File: src/rtl/fetch_stage.sv
// IF stage and IF/ID pipeline register: owns pcF, issues one-outstanding fetches over a
// valid/ready instruction-memory port, and applies decode redirects plus stall/flush control.
module fetch_stage #(
  parameter logic [31:0] RESET_PC = 32'h0000_0000,
  parameter logic [31:0] NOP      = 32'h0000_0000
) (
  input  logic        clk,
  input  logic        reset,
  input  logic        stallD,
  input  logic        flushD,
  input  logic        pcsrcD,
  input  logic [31:0] pcbranchD,
  input  logic        jumpD,
  input  logic [31:0] pcjumpD,
  output logic        imem_req_valid,
  input  logic        imem_req_ready,
  output logic [31:0] imem_addr,
  input  logic        imem_rsp_valid,
  input  logic [31:0] imem_rsp_data,
  output logic [31:0] pcF,
  output logic [31:0] instrD,
  output logic [31:0] pcplus4D,
  output logic        validD
);

  typedef enum logic [1:0] {StReq, StWait, StHold, StKill} stateT;

  stateT       stateQ, stateNext;
  logic [31:0] pcNext, holdBuf, holdNext, loadData, target, pcPlus4;
  logic        loadId, redirect, reqFire;

  assign pcPlus4        = pcF + 32'd4;
  assign redirect       = (pcsrcD | jumpD) & validD & ~stallD;
  assign target         = (jumpD ? pcjumpD : pcbranchD) & 32'hFFFF_FFFC;
  assign imem_req_valid = reset & (stateQ == StReq);
  assign imem_addr      = pcF;
  assign reqFire        = imem_req_valid & imem_req_ready;

  always_comb begin
    stateNext = stateQ;
    pcNext    = pcF;
    holdNext  = holdBuf;
    loadId    = 1'b0;
    loadData  = imem_rsp_data;
    unique case (stateQ)
      StReq: begin
        if (redirect) begin
          pcNext = target;
          // Request already accepted for the old PC: its response must be discarded.
          if (reqFire) stateNext = StKill;
        end else if (reqFire) begin
          stateNext = StWait;
        end
      end
      StWait: begin
        if (imem_rsp_valid) begin
          if (redirect) begin
            pcNext    = target;
            stateNext = StReq;
          end else if (stallD) begin
            holdNext  = imem_rsp_data;
            stateNext = StHold;
          end else begin
            loadId    = 1'b1;
            pcNext    = pcPlus4;
            stateNext = StReq;
          end
        end else if (redirect) begin
          pcNext    = target;
          stateNext = StKill;
        end
      end
      StHold: begin
        if (redirect) begin
          pcNext    = target;
          stateNext = StReq;
        end else if (!stallD) begin
          loadId    = 1'b1;
          loadData  = holdBuf;
          pcNext    = pcPlus4;
          stateNext = StReq;
        end
      end
      StKill: begin
        if (redirect) pcNext = target;
        if (imem_rsp_valid) stateNext = StReq;
      end
      default: stateNext = StReq;
    endcase
  end

  always_ff @(posedge clk or negedge reset) begin
    if (!reset) begin
      stateQ  <= StReq;
      pcF     <= RESET_PC;
      holdBuf <= '0;
    end else begin
      stateQ  <= stateNext;
      pcF     <= pcNext;
      holdBuf <= holdNext;
    end
  end

  // Stall holds ID; otherwise ID takes the fetched word only when neither flushed nor redirected.
  always_ff @(posedge clk or negedge reset) begin
    if (!reset) begin
      instrD   <= NOP;
      pcplus4D <= '0;
      validD   <= 1'b0;
    end else if (!stallD) begin
      if (loadId && !flushD) begin
        instrD   <= loadData;
        pcplus4D <= pcPlus4;
        validD   <= 1'b1;
      end else begin
        instrD   <= NOP;
        pcplus4D <= '0;
        validD   <= 1'b0;
      end
    end
  end

endmodule

File: config.mk
export PLATFORM = sky130hd
export DESIGN_NAME = fetch_stage
export DESIGN_NICKNAME = d
export VERILOG_FILES = /design/src/rtl/fetch_stage.sv
export SDC_FILE = /design/constraint.sdc
export NUM_CORES = 1
export LEC_CHECK = 0
export BUFFER_PORTS_ARGS = -buffer_cell sky130_fd_sc_hd__buf_2
export CORE_MARGIN = 5
export CORE_UTILIZATION = 51
export CTS_CLUSTER_DIAMETER = 150
export DETAILED_ROUTE_END_ITERATION = 7
export HOLD_SLACK_MARGIN = 0.15
export PLACE_DENSITY = 0.84
export REMOVE_ABC_BUFFERS = 1
export SLEW_MARGIN = 25
export SYNTH_ARGS = -nofsm -noshare
export SYNTH_HDL_FRONTEND = slang
export SYNTH_SLANG_ARGS = --single-unit
File: constraint.sdc
create_clock -name clk -period 2.9 [get_ports clk]
set_input_delay 0.29 -clock clk [delete_from_list [all_inputs] [get_ports clk]]
set_output_delay 0.29 -clock clk [all_outputs]
set_load 0.03 [all_outputs]
==> flow_summary.toml <==
[critical_path]
critPathRequiredTime_ns = 3.23
r2r_start = "stateQ[1]"
reg2reg_to = "imem_addr[13]"
r2r_slack_ns = 0.39
crit_fanout = 12
cp-end-kind = "register"
startpoint_type = "register"
worstPathArrival_ns = 2.83
setup.worst_path.class = "reg2reg"
r2r_cells = 6

[drt]
wire_per_inst_um = 20.0
initialDrtViolationCount = 517
antenna_left = 0
drc = 0
vias = 6629
drt_first_pass_iters = 6
viasPerCell = 5.84
wirelength_mm = 22.7

[cts]
cts_tree = "yes"
htree_num_levels = 4
cts_buffer_depth = 2
cts_setup_buffers = 0
clkTransAtPathRegs_ns = 0.06
numClockSinks = 131
cts_root_buf = "clkbuf_16"
cts_hold_buffers = 33
clock_latency_ns = 0.43
ctsResizeCount = 0
cts_buffers = 17

[yosys]
synth_largest_area_cell = "dfrtp_1"
netlist_instances = 722
synth_top_area_share_pct = 45.7
ys_warn_count = 0
syn_area_per_cell_sq_um = 9.94
netlist-cell-type-count = 68
synthTopCellsByArea = "dfrtp_1 46%, mux2_2 6.9%, mux2i_1 6.6%"
syn_area_sq_um = 7180
yosys_most_used_dff = "dfrtp_1"
ys_async_sr_fraction_pct = 100
yosysSeqAreaShare_pct = 45.7
synth_edf_count = 0
synth-seq-cells = 131

[die]
die_area_sq_um = 16500
die_w_um = 129
core_sq_um = 13800
ios = 234
die_y_um = 129
rows = 43
initial_core_util_pct = 51.9

[worst_hold_path]
hold-path-cell-count = 4
min-delay-start = "pcbranchD[11]"
min_to = "imem_addr[11]"
hold_path_class = "in2reg"

[placement]
hpwlAfterDp_mm = 15.1
routabilityCongestion = 0.893
port_buffers = 229

[power_and_ir_drop]
cellLeakagePower_nw = 4.67
p_total_mw = 8.51
ir_drop_v = 0.000619
powerDensity_nw_per_um2 = 924

[grt]
globalRouteTotalUtil_pct = 27.2
grt_max_degree = 87
grt_pass1_vias = 6579
grt_overflow_total = 0
antenna_found_initial = 0
grt_pass1_wl_mm = 35.1

[timing]
relSlewSlack_pct = 36.9
drv_slew = 0
setup_viol = 0
fmax_ghz = 0.399
rsz0062_at_grt = "no"
worst_slew_pin_slew_ns = 0.944
tns_ns = 0
hold_violations = 0
period_minus_slack_ns = 2.51
fin_skew_ns = 0.0125
timing.final.crit_share_pct = 86.4

[cells_and_area]
final_layout_size_suffix_gt1_share_pct = 36.5
design.final.nets = 1052
insertedDiodeCount = 0
area_delta_synth_final_pct = 28.3

[flow_run]
drv_cap = 0

[run_status]
status = "complete, no violations"
[flip-flops by register name, indices dropped and copies added (netlist names)]
| signal | cells |
|---|---|
| pcplus4D | 32 |
| holdBuf | 32 |
| validD | 1 |
| instrD | 32 |
| imem_addr | 32 |
| stateQ | 2 |
[through the flow]
stage / cell area (sq um) / instances / hold slack (ns) / setup slack [ns] / utilization, %
5_1_grt: 9210 / 1135 / 0.213 / 0.248 / 66.6
3_3_place_gp: 8270 / 1070 / 0.459 / 0.489 / 59.8
2_1_floorplan: 6740 / 642 / -0.00559 / 0.174 / -
4_1_cts: 9210 / 1135 / 0.197 / 0.440 / 66.6
3_5_place_dp: 8270 / 1070 / 0.468 / 0.437 / 59.8
6_report: 9210 / 1135 / 0.207 / 0.394 / 66.6
[worst max-delay path, cell delays in order (launching register included)]
cell,delay (ns)
dfrtp_1,0.40
inv_1,0.13
ha_1,0.34
mux2_2,0.41
nand3_1,0.43
or4_1,0.60
o311ai_0,0.09
[area by class of cell]
cell class | instances | area [sq um]
tap | 180 | 225
fill | 1057 | 4620
clock buffer | 17 | 425
inverter | 13 | 48.8
timing repair buffer | 281 | 1640
sequential | 131 | 3280
clock inverter | 15 | 180
multi-input combinational | 498 | 3410
[power by group]
group	internal [mW]	switching (mW)	leakage, nW
clock	1.36	0.870	0.290
sequential	2.30	0.488	1.75
combinational	1.25	2.24	2.63
total	4.91	3.60	4.67
[Yosys cell counts, types with 3 or more instances]
cell type,number
a21oi_1,25
nor3_1,11
nand2b_1,3
a211oi_1,6
a31oi_1,5
a221o_1,4
mux2i_1,47
inv_1,13
xor2_1,5
nor2b_1,4
a22o_1,7
nand3_1,17
buf_1,4
xnor2_1,18
o31ai_1,3
and3_1,5
nor3_2,5
nand2_1,88
mux2_2,44
a221oi_1,8
ha_1,6
clkbuf_1,35
nor4_1,5
o22ai_1,16
buf_2,7
a21o_1,3
nand4_1,3
o21ai_0,71
buf_4,33
nor2_1,35
a22oi_1,4
dfrtp_1,131
and2_1,3
and4_1,3
[worst max-delay path by stage]
| stage | start | cells past startpoint | endpoint | slack, ns |
|---|---|---|---|---|
| after floorplan | validD | 5 | instrD[0] | 0.17 |
| after global placement | pcsrcD | 7 | pcplus4D[24] | 0.49 |
| after detailed placement | stateQ[1] | 6 | imem_addr[13] | 0.44 |
| after CTS | stateQ[1] | 6 | imem_addr[13] | 0.44 |
| after global routing | stateQ[0] | 6 | imem_addr[13] | 0.25 |
| final | stateQ[1] | 6 | imem_addr[13] | 0.39 |
[layer usage]
metal | routed length, um | vias up | global-route usage [%]
met5 | 0 | - | 0
met4 | 612 | 0 | 11.6
met3 | 2210 | 53 | 5.94
met2 | 10800 | 416 | 43.4
met1 | 9090 | 3156 | 35.8
li1 | - | 3004 | -
[logic make-up (layout without fill, tap and decap cells)]
logic type	count (synthesis)	in the layout	synth area share, %
xor+xnor	23	23	2.81
compound gates	174	174	15.3
buf+inv	93	326	6.81
fa+ha+maj	6	6	1.05
flops	131	131	45.7
simple gates	204	204	14.9
mux	91	91	13.5
[layout by cell type, fill, tap and decap left out, types with 16 or more instances in the layout]
master,count
o22ai_1,16
xnor2_1,18
dfrtp_1,131
dlygate4sd3_1,33
mux2_2,44
mux2i_1,47
nand2_1,87
buf_2,228
o21ai_0,71
nand3_1,17
a21oi_1,25
buf_4,18
nor2_1,35
clkbuf_16,17
Note: power is estimated with default switching activity, not from simulation.
